==> src/rtl/windowed_watchdog_timer.sv <==
// Windowed watchdog timer.
// Counts cycles while enabled. A service kick inside the legal window restarts
// the count. Reaching TIMEOUT-1 without a kick causes a bite: a registered
// reset pulse RST_PULSE cycles wide, plus a cause code and a saturating bite count.
// Optional macro WDT_WINDOW_EN makes a kick before WIN_OPEN an early-kick bite.
module windowed_watchdog_timer #(
    parameter int CNT_W     = 16,
    parameter int TIMEOUT   = 100,
    parameter int WIN_OPEN  = 25,
    parameter int WARN_AT   = 80,
    parameter int RST_PULSE = 4
) (
    input  logic             clk,
    input  logic             rst,
    input  logic             wd_en,
    input  logic             kick,
    output logic             rst_o,
    output logic             warn_o,
    output logic [1:0]       cause_o,
    output logic [7:0]       bite_cnt_o,
    output logic [CNT_W-1:0] cnt_o
);

    localparam longint CNT_MAX = (64'd1 << CNT_W) - 64'd1;
    localparam int     PW      = (RST_PULSE > 1) ? $clog2(RST_PULSE) : 1;

    // Reject parameter sets that would let the counter wrap or the window invert.
    generate
        if (!(WIN_OPEN > 0 && WIN_OPEN <= WARN_AT && WARN_AT < TIMEOUT &&
              longint'(TIMEOUT) <= CNT_MAX && RST_PULSE >= 1)) begin : g_bad_params
            $error("windowed_watchdog_timer: illegal parameter combination");
        end
    endgenerate

    localparam logic [CNT_W-1:0] CNT_TOP   = CNT_W'(TIMEOUT - 1);
    localparam logic [CNT_W-1:0] WARN_PRE  = CNT_W'(WARN_AT - 1);
    localparam logic [PW-1:0]    PULSE_TOP = PW'(RST_PULSE - 1);

    localparam logic [1:0] CAUSE_TIMEOUT = 2'b01;
    localparam logic [1:0] CAUSE_EARLY   = 2'b10;

    typedef enum logic [1:0] {
        IDLE  = 2'd0,
        COUNT = 2'd1,
        BITE  = 2'd2
    } state_t;

    state_t           state_q;
    logic [CNT_W-1:0] cnt_q;
    logic [PW-1:0]    pulse_q;
    logic             rst_q;
    logic             warn_q;
    logic [1:0]       cause_q;
    logic [7:0]       bite_cnt_q;

    logic kick_ok;
    logic kick_early;

`ifdef WDT_WINDOW_EN
    assign kick_ok    = kick && (cnt_q >= CNT_W'(WIN_OPEN));
    assign kick_early = kick && !kick_ok;
`else
    assign kick_ok    = kick;
    assign kick_early = 1'b0;
`endif

    // Single FSM: state, counter and every output are registered together.
    always_ff @(posedge clk) begin
        if (rst) begin
            state_q    <= IDLE;
            cnt_q      <= '0;
            pulse_q    <= '0;
            rst_q      <= 1'b0;
            warn_q     <= 1'b0;
            cause_q    <= 2'b00;
            bite_cnt_q <= 8'd0;
        end else begin
            case (state_q)
                IDLE: begin
                    cnt_q  <= '0;
                    warn_q <= 1'b0;
                    rst_q  <= 1'b0;
                    if (wd_en) state_q <= COUNT;
                end
                COUNT: begin
                    if (!wd_en) begin
                        // Disable wins over kick and expiry in the same cycle.
                        state_q <= IDLE;
                        cnt_q   <= '0;
                        warn_q  <= 1'b0;
                    end else if (kick_ok) begin
                        // Valid kick also wins over expiry at CNT_TOP.
                        cnt_q  <= '0;
                        warn_q <= 1'b0;
                    end else if (kick_early || cnt_q == CNT_TOP) begin
                        state_q <= BITE;
                        cnt_q   <= '0;
                        warn_q  <= 1'b0;
                        rst_q   <= 1'b1;
                        pulse_q <= '0;
                        cause_q <= kick_early ? CAUSE_EARLY : CAUSE_TIMEOUT;
                        if (bite_cnt_q != 8'hFF) bite_cnt_q <= bite_cnt_q + 8'd1;
                    end else begin
                        cnt_q  <= cnt_q + 1'b1;
                        warn_q <= (cnt_q >= WARN_PRE);
                    end
                end
                BITE: begin
                    // kick and wd_en are only looked at when the pulse ends.
                    cnt_q  <= '0;
                    warn_q <= 1'b0;
                    if (pulse_q == PULSE_TOP) begin
                        rst_q   <= 1'b0;
                        state_q <= wd_en ? COUNT : IDLE;
                    end else begin
                        pulse_q <= pulse_q + 1'b1;
                    end
                end
                default: begin
                    state_q <= IDLE;
                    cnt_q   <= '0;
                    warn_q  <= 1'b0;
                    rst_q   <= 1'b0;
                end
            endcase
        end
    end

    assign rst_o      = rst_q;
    assign warn_o     = warn_q;
    assign cause_o    = cause_q;
    assign bite_cnt_o = bite_cnt_q;
    assign cnt_o      = cnt_q;

endmodule

==> config.mk <==
export PLATFORM = sky130hd
export DESIGN_NAME = windowed_watchdog_timer
export DESIGN_NICKNAME = d
export VERILOG_FILES = /design/src/rtl/windowed_watchdog_timer.sv
export SDC_FILE = /design/constraint.sdc
export NUM_CORES = 1
export LEC_CHECK = 0
export ABC_AREA = 0
export CAP_MARGIN = 40
export CORE_MARGIN = 4
export CORE_UTILIZATION = 45
export CTS_CLUSTER_DIAMETER = 60
export DETAILED_ROUTE_END_ITERATION = 8
export GPL_ROUTABILITY_DRIVEN = 0
export PLACE_DENSITY = 0.75
export SLEW_MARGIN = 30
export SYNTH_ARGS = -nofsm -noshare
export SYNTH_HDL_FRONTEND = slang
export SYNTH_SLANG_ARGS = --single-unit
==> constraint.sdc <==
create_clock -name clk -period 1.7 [get_ports clk]
set_input_delay 0.255 -clock clk [delete_from_list [all_inputs] [get_ports clk]]
set_output_delay 0.255 -clock clk [all_outputs]
set_load 0.1 [all_outputs]
==> results of run 1 <==
## critical path: stages (launching register included)
cell and delay (ps):
dfxtp_4 370, ha_4 120, nor4b_4 290, nand4_4 200
or4_1 520, a21oi_1 130
## sequential cells by signal, summed over array words and instances (netlist names)
signal	flops
warn_o	1
pulse_q	2
rst_o	1
state_q	2
cnt_o	16
bite_cnt_o	8
cause_o	1
## where the power goes
group          switching (W)  total [W]  internal (W)
sequential        0.00000230   0.000699      0.000697
clock               0.000252   0.000495      0.000243
combinational      0.0000300  0.0000459     0.0000159
## stage by stage
stage	cells	utilization
after floorplan	170	-
after global placement	262	0.764
after detailed placement	262	0.764
after CTS	271	0.795
after global routing	274	0.812
final	274	0.812
## timing repair
item	CTS	global route
endpoints found under the setup margin	2	23
pin swaps	3	4
gates resized for setup	4	9
buffers inserted	1	3
## logic make-up after synthesis
group / synth area share
adder cells (fa/ha/maj): 0.0247
XOR/XNOR: 0.0690
flip-flops: 0.408
other: 0.00246
AND/OR/NAND/NOR: 0.314
buffers and inverters: 0.0427
AO/OA/AOI/OAI: 0.140
## worst paths after layout
| kind | endpoint | slack [ps] | cells past startpoint |
|---|---|---|---|
| worst max register to register | bite_cnt_o[5] | 9 | 5 |
| worst min-delay path | pulse_q[1] | 510 | 1 |
| worst min register to register | pulse_q[1] | 510 | 1 |
| worst max-delay path | bite_cnt_o[5] | 9 | 5 |
## metal layers
layer | part of all wire | track usage | wire length, um
met5 | 0 | 0 | 0
met4 | 0.015 | 0.0761 | 62
met3 | 0.047 | 0.0425 | 196
met2 | 0.51 | 0.361 | 2130
met1 | 0.43 | 0.242 | 1820
## area by class of cell
cell class | instances | area (um2) | area share
Sequential cell | 31 | 698 | 0.273
Timing Repair Buffer | 59 | 796 | 0.311
Clock buffer | 8 | 68.8 | 0.0269
Multi-Input combinational cell | 126 | 918 | 0.359
Inverter | 6 | 22.5 | 0.00880
Tap cell | 44 | 55.1 | 0.0215
## cell usage after synthesis, types with 2 or more instances
| library cell | count | area [um2] |
|---|---|---|
| nor3_1 | 6 | 30.0 |
| xnor2_1 | 6 | 52.6 |
| nor2_1 | 18 | 67.6 |
| nand3_1 | 9 | 45.0 |
| nand2_1 | 8 | 30.0 |
| inv_1 | 6 | 22.5 |
| o31ai_1 | 5 | 37.5 |
| dfxtp_1 | 31 | 621 |
| a31oi_1 | 3 | 18.8 |
| xor2_1 | 6 | 52.6 |
| a21oi_1 | 11 | 55.1 |
| ha_1 | 3 | 37.5 |
| buf_2 | 4 | 20.0 |
| nor2b_1 | 2 | 12.5 |
| and2_1 | 3 | 18.8 |
| or3_1 | 2 | 12.5 |
| nand4_1 | 6 | 37.5 |
| o21ai_0 | 6 | 30.0 |
| or4_1 | 4 | 30.0 |
| nor4_1 | 3 | 18.8 |
| and3_1 | 2 | 12.5 |
| and4_1 | 5 | 43.8 |
==> flow_metrics.env, run 1 <==
export IMPL_fin_skew_ps=10.4
export IMPL_grt_pass1_vias=1530
export IMPL_cts_tree="done"
export IMPL_cts_max_path_buffers=2
export IMPL_antenna_diode_count=0
export IMPL_synthCells=170
export IMPL_synth_seq_cells=31
export IMPL_final_cell_area_mm2=0.00256
export IMPL_final_nets=236
export IMPL_io_pins=32
export IMPL_setup_worst_path_end_class="flip-flop"
export IMPL_antenna_found_initial=0
export IMPL_placementRows=20
export IMPL_maxSlewViolCount=0
export IMPL_drive_gt1_frac=0.457
export IMPL_cp_startpoint="cnt_o[0]"
export IMPL_rr_startpoint="cnt_o[0]"
export IMPL_core_area_mm2=0.00315
export IMPL_cts_sinks=31
export IMPL_cp_required_ps=1950
export IMPL_fmax_mhz=591
export IMPL_arrival_ps=1940
export IMPL_avgViaCountPerCell=5.65
export IMPL_p_per_area_mw_per_mm2=485
export IMPL_cp_max_fo=6
export IMPL_synth_seq_area_share=0.408
export IMPL_drcViolationCount=0
export IMPL_post_drt_wl_per_cell_um=15.3
export IMPL_vias=1548
export IMPL_syn_area_per_cell_um2=8.96
export IMPL_leakagePower_nw=0.909
export IMPL_fp_dieW_um=66.2
export IMPL_die_y_um=66.2
export IMPL_grt_max_degree=17
export IMPL_synth_async_reset_ratio=0
export IMPL_grt_ovfl_total=0
export IMPL_synth_edf_count=0
export IMPL_cts_root_buf="clkbuf_4"
export IMPL_die_area_mm2=0.00438
export IMPL_first_pass_iters=4
export IMPL_hpwlAfterDp_mm=3.19
export IMPL_start_kind="flip-flop"
export IMPL_timing_hold_ws_ps=511
export IMPL_yosys_warnings=0
export IMPL_cap_violations=0
export IMPL_syn_nets=177
export IMPL_drt_iter0_drc=103
export IMPL_area_growth_pct=68.0
export IMPL_h_tree_depth=2
export IMPL_numCtsBuffers=5
export IMPL_hold_class="flip-flop to flip-flop"
export IMPL_setup_violations=0
export IMPL_track_usage=0.205
export IMPL_power_total_w=0.00124
export IMPL_place_area_mm2=0.00241
export IMPL_synthFlopType="dfxtp_1"
export IMPL_drtAntennaViolNets=0
export IMPL_holdCritStartpoint="pulse_q[1]"
export IMPL_rsz0062_at_grt="yes"
export IMPL_ctsHoldBuffers=0
export IMPL_fillCellCount=195
export IMPL_final_cell_mix="buf_12 (27), buf_4 (27), dfxtp_4 (19)"
export IMPL_grt_pass1_wl_mm=7.00
export IMPL_vdd_drop_max_v=0.000681
export IMPL_critPathKind="flip-flop to flip-flop"
export IMPL_initial_core_util=0.483
export IMPL_fin_setup_tns_ps=0
export IMPL_clk_pin_slew_ps=100
export IMPL_fin_crit_sh=0.995
export IMPL_layout_min_cycle_time_ps=1690
export IMPL_drt_total_wl_mm=4.21
export IMPL_netlist_area_mm2=0.00152
export IMPL_portBuffers=30
export IMPL_clk_latency_ps=320
export IMPL_synth_distinct_cells=43
export IMPL_hold_violations=0
export IMPL_fin_ws_ps=8.52
export IMPL_status="completed"
export IMPL_detailedPlace_worstSlack_ps=-311
Power figures use the tool's default switching activity.
==> inputs of run 2 (changes only) <==
--- a/config.mk
+++ b/config.mk
@@ -12,6 +12,7 @@
 export CTS_CLUSTER_DIAMETER = 60
 export DETAILED_ROUTE_END_ITERATION = 8
 export GPL_ROUTABILITY_DRIVEN = 0
+export GPL_TIMING_DRIVEN = 0
 export PLACE_DENSITY = 0.75
 export SLEW_MARGIN = 30
 export SYNTH_ARGS = -nofsm -noshare
==> run 2 against run 1 <==
Against the previous run: the flow now finishes with violations (setup timing); sequential power is essentially flat; final cell count up 1.8%; final area increased by 3.0%; highest routed layer unchanged.
==> flow_metrics.env, run 2 (same netlist as run 1, synthesis figures left out) <==
export IMPL_status="complete, but fails checks"
export IMPL_violations="setup timing"
export IMPL_r2r_setup_slack_ps=-150
export IMPL_antenna_found_initial=0
export IMPL_ctsHoldBuffers=0
export IMPL_vdd_drop_max_v=0.000400
export IMPL_fin_skew_ps=5.13
export IMPL_portBuffers=30
export IMPL_cts_sinks=31
export IMPL_slew_headroom=0.642
export IMPL_cts_tree="done"
export IMPL_maxSlewViolCount=0
export IMPL_p_per_area_mw_per_mm2=439
export IMPL_power_frac_clock=0.355
export IMPL_track_usage=0.218
export IMPL_fp_dieW_um=66.2
export IMPL_placementRows=20
export IMPL_drt_total_wl_mm=5.08
export IMPL_vias=1655
export IMPL_final_common_cell="buf_12"
export IMPL_internal_power_w=0.000864
export IMPL_hpwlAfterDp_mm=3.10
export IMPL_instances_no_fill=279
export IMPL_fin_crit_sh=1.09
export IMPL_drcViolationCount=0
export IMPL_numCtsBuffers=5
export IMPL_drive_gt1_frac=0.383
export IMPL_clk_latency_ps=340
export IMPL_final_cell_mix="buf_12 (26), dfxtp_4 (22), nor2_1 (18)"
export IMPL_area_growth_pct=73.1
export IMPL_switching_share=0.253
export IMPL_grt_pass1_vias=1567
export IMPL_final_nets=241
export IMPL_holdCritStartpoint="wd_en"
export IMPL_cp_required_ps=1970
export IMPL_grt_ovfl_total=0
export IMPL_hold_class="input pin to flip-flop"
export IMPL_largest_reg_flops=16
export IMPL_fin_ws_ps=-148
export IMPL_layout_min_cycle_time_ps=1850
export IMPL_fillCellCount=164
export IMPL_power_switching_w=0.000293
export IMPL_post_drt_wl_per_cell_um=18.2
export IMPL_start_kind="flip-flop"
export IMPL_die_area_mm2=0.00438
export IMPL_io_pins=32
export IMPL_grt_pass1_wl_mm=7.35
export IMPL_h_tree_depth=2
export IMPL_rsz0062_at_grt="yes"
export IMPL_drtAntennaViolNets=0
export IMPL_fmax_mhz=541
export IMPL_core_area_mm2=0.00315
export IMPL_die_y_um=66.2
export IMPL_arrival_ps=2120
export IMPL_first_pass_iters=4
export IMPL_grt_max_degree=11
export IMPL_avgViaCountPerCell=5.93
export IMPL_detailedPlace_worstSlack_ps=-520
export IMPL_critPathKind="flip-flop to flip-flop"
export IMPL_rr_startpoint="cnt_o[14]"
export IMPL_worst_pin_slew_ps=537
export IMPL_dp_cells=271
export IMPL_p_seq_frac=0.601
export IMPL_pwr_share_comb=0.043
export IMPL_cts_max_path_buffers=2
export IMPL_clk_pin_slew_ps=90
export IMPL_cp_max_fo=4
export IMPL_cts_root_buf="clkbuf_4"
export IMPL_setup_violations=4
export IMPL_hold_violations=0
export IMPL_cap_violations=0
export IMPL_initial_core_util=0.483
export IMPL_drt_iter0_drc=130
export IMPL_leakagePower_nw=1.11
export IMPL_cp_startpoint="cnt_o[14]"
export IMPL_antenna_diode_count=0
export IMPL_setup_worst_path_end_class="flip-flop"
[run 2: repair_timing]
item	in CTS	in global routing
pin swaps	6	4
setup endpoints to repair	27	25
buffers inserted	5	5
resized for setup	34	23
[run 2: worst paths after layout]
kind                         to  cells after the start
hold reg to reg      pulse_q[1]                      1
setup / recovery  bite_cnt_o[7]                      5
setup reg to reg  bite_cnt_o[7]                      5
hold / removal       state_q[0]                      2
[run 2: stage by stage]
stage	utilization	hold WS [ps]	power (W)	setup TNS (ps)	cell area, um2
6_report	0.836	250	0.00116	-406	2640
2_1_floorplan	-	324	0.000744	-92.4	1650
3_3_place_gp	0.637	439	0.000757	-2730	2010
3_5_place_dp	0.766	446	0.000759	-2660	2410
5_1_grt	0.836	267	0.00118	-555	2640
4_1_cts	0.802	466	0.00116	-1.04	2530
[run 2: area by class of cell]
class / count / area [um2] / area share
multi-input cells: 126 / 915 / 0.347
repair buffers: 57 / 823 / 0.312
flip-flops and latches: 31 / 708 / 0.269
plain buffers: 7 / 63.8 / 0.0242
well taps: 44 / 55.1 / 0.0209
clock buffers: 6 / 41.3 / 0.0157
inverters: 6 / 22.5 / 0.00854
clock inverters: 2 / 7.51 / 0.00285
[run 2: critical path, cell delays in order (launching register included)]
cell     delay (ps)
dfxtp_2         360
nor3_1          410
nand4_2         240
buf_4           190
or4_4           430
a21oi_2         130
[run 2: power groups by stage]
stage	Combinational, W	Clock, W	Sequential (W)
CTS	0.0000459	0.000413	0.000697
floorplan	0.0000244	0	0.000719
detailed placement	0.0000431	0	0.000716
finish	0.0000501	0.000411	0.000696
global route	0.0000536	0.000435	0.000696
global placement	0.0000406	0	0.000716
[run 2: per-layer routing]
layer | track usage | vias up | share of wire
met5 | 0 | - | 0
met4 | 0.0990 | 0 | 0.051
met3 | 0.0476 | 27 | 0.056
met2 | 0.380 | 81 | 0.52
met1 | 0.250 | 788 | 0.38
li1 | - | 759 | -
==> inputs of run 3 (changes only) <==
--- a/config.mk
+++ b/config.mk
@@ -14,7 +14,8 @@
 export GPL_ROUTABILITY_DRIVEN = 0
 export GPL_TIMING_DRIVEN = 0
 export PLACE_DENSITY = 0.75
-export SLEW_MARGIN = 30
+export RECOVER_POWER = 100
+export SLEW_MARGIN = 20
 export SYNTH_ARGS = -nofsm -noshare
 export SYNTH_HDL_FRONTEND = slang
 export SYNTH_SLANG_ARGS = --single-unit
==> run 3 against run 2 <==
Against the previous run: the flow still finishes with violations (setup timing); combinational power is essentially flat; sequential power about the same; largest power group unchanged; largest cell class unchanged; register-to-register slack is essentially flat.
==> flow_metrics.env, run 3 (same netlist as run 1, synthesis figures left out) <==
export IMPL_numCtsBuffers=5
export IMPL_final_nets=241
export IMPL_setup_worst_path_end_class="flip-flop"
export IMPL_cts_max_path_buffers=2
export IMPL_power_total_w=0.00116
export IMPL_antenna_found_initial=0
export IMPL_die_area_mm2=0.00438
export IMPL_cpMaxStageDelayCell="or4_1"
export IMPL_seq_area_um2=708
export IMPL_initial_core_util=0.483
export IMPL_setup_violations=4
export IMPL_avgViaCountPerCell=5.90
export IMPL_worst_pin_slew_ps=556
export IMPL_grt_pass1_vias=1567
export IMPL_grt_pass1_wl_mm=7.35
export IMPL_fmax_mhz=543
export IMPL_core_area_mm2=0.00315
export IMPL_grt_ovfl_total=0
export IMPL_start_kind="flip-flop"
export IMPL_final_cell_mix="dfxtp_4 (22), buf_12 (19), nor2_1 (18)"
export IMPL_cp_max_fo=4
export IMPL_max_stage_delay_ps=590
export IMPL_leakagePower_nw=1.09
export IMPL_layout_min_cycle_time_ps=1840
export IMPL_drcViolationCount=0
export IMPL_timing_hold_ws_ps=253
export IMPL_vias=1647
export IMPL_place_area_mm2=0.00241
export IMPL_drt_total_wl_mm=5.06
export IMPL_track_usage=0.218
export IMPL_violations="setup timing"
export IMPL_fin_crit_sh=1.08
export IMPL_cts_root_buf="clkbuf_4"
export IMPL_cts_sinks=31
export IMPL_final_cell_area_mm2=0.00253
export IMPL_drt_iter0_drc=130
export IMPL_drtAntennaViolNets=0
export IMPL_crit_buf_inv=0
export IMPL_largest_reg_flops=16
export IMPL_status="complete, but fails checks"
export IMPL_cp_top_family="simple AND/OR/NAND/NOR gates"
export IMPL_clk_latency_ps=340
export IMPL_clk_pin_slew_ps=90
export IMPL_antenna_diode_count=0
export IMPL_arrival_ps=2100
export IMPL_critPathKind="flip-flop to flip-flop"
export IMPL_fp_dieW_um=66.2
export IMPL_fin_ws_ps=-140
export IMPL_placementRows=20
export IMPL_hpwlAfterDp_mm=3.10
export IMPL_multiInputGateArea_um2=915
export IMPL_portBuffers=30
export IMPL_area_growth_pct=66.2
export IMPL_cap_violations=0
export IMPL_cp_required_ps=1960
export IMPL_die_y_um=66.2
export IMPL_fin_skew_ps=5.69
export IMPL_ctsHoldBuffers=0
export IMPL_hold_class="input pin to flip-flop"
export IMPL_dp_cells=271
export IMPL_rsz0062_at_grt="yes"
export IMPL_io_pins=32
export IMPL_drive_gt1_frac=0.383
export IMPL_final_common_cell="dfxtp_4"
export IMPL_instances_no_fill=279
export IMPL_hold_violations=0
export IMPL_first_pass_iters=4
export IMPL_p_per_area_mw_per_mm2=457
export IMPL_slew_headroom=0.631
export IMPL_worstPathCellList="nor3_1 > nand4_2 > or4_1 > a21oi_1"
export IMPL_vdd_drop_max_v=0.000401
export IMPL_fillCellCount=178
export IMPL_fin_setup_tns_ps=-374
export IMPL_h_tree_depth=2
export IMPL_grt_max_degree=11
export IMPL_maxSlewViolCount=0
export IMPL_post_drt_wl_per_cell_um=18.1
export IMPL_cts_tree="done"
==> run 3: cell types whose count changed in the layout (fill, tap and decap cells not counted), sizes merged <==
| cell | previous run | this run |
|---|---|---|
| clkbuf | 7 | 14 |
| buf | 43 | 36 |
==> run 3: stage by stage <==
stage,worst slack [ps],utilization
6_report,-140,0.803
5_1_grt,-184,0.803
4_1_cts,-1.04,0.802
3_5_place_dp,-520,0.766
3_3_place_gp,-445,0.637
2_1_floorplan,-63.6,-
==> run 3: path summary, 6_finish.rpt <==
kind	start	to	slack [ps]	depth (start not counted)
setup reg to reg	cnt_o[14]	bite_cnt_o[5]	-140	4
setup / recovery	cnt_o[14]	bite_cnt_o[5]	-140	4
hold reg to reg	bite_cnt_o[4]	bite_cnt_o[4]	510	2
hold / removal	wd_en	state_q[0]	250	2
==> run 3: layout make-up <==
class | instances | share of cell area
plain buffers | 7 | 0.0252
clock buffers | 6 | 0.0163
clock inverters | 2 | 0.00297
inverters | 6 | 0.00890
multi-input cells | 126 | 0.361
flip-flops and latches | 31 | 0.280
well taps | 44 | 0.0217
repair buffers | 57 | 0.284
==> run 3: report_power, final <==
part / internal, W / leakage, nW / switching [W] / total (W)
registers: 0.000693 / 0.270 / 0.00000303 / 0.000696
logic: 0.0000182 / 0.791 / 0.0000319 / 0.0000501
clock network: 0.000153 / 0.0273 / 0.000257 / 0.000410
==> run 3: worst reg2reg max path, stage by stage (launching register included) <==
cell and delay, ps:
dfxtp_2 360, nor3_1 410, nand4_2 240, or4_1 590, a21oi_1 160
==> run 3: timing repair <==
action                                 in CTS  in global routing
setup buffers                               5                  5
pin swaps                                   6                  4
endpoints found under the hold margin       0                  0
setup endpoints to repair                  27                 25
resized for setup                          34                 23
==> run 3: per-layer routing <==
layer,part of all wire,track usage
met5,0,0
met4,0.041,0.0990
met3,0.051,0.0476
met2,0.53,0.380
met1,0.38,0.250
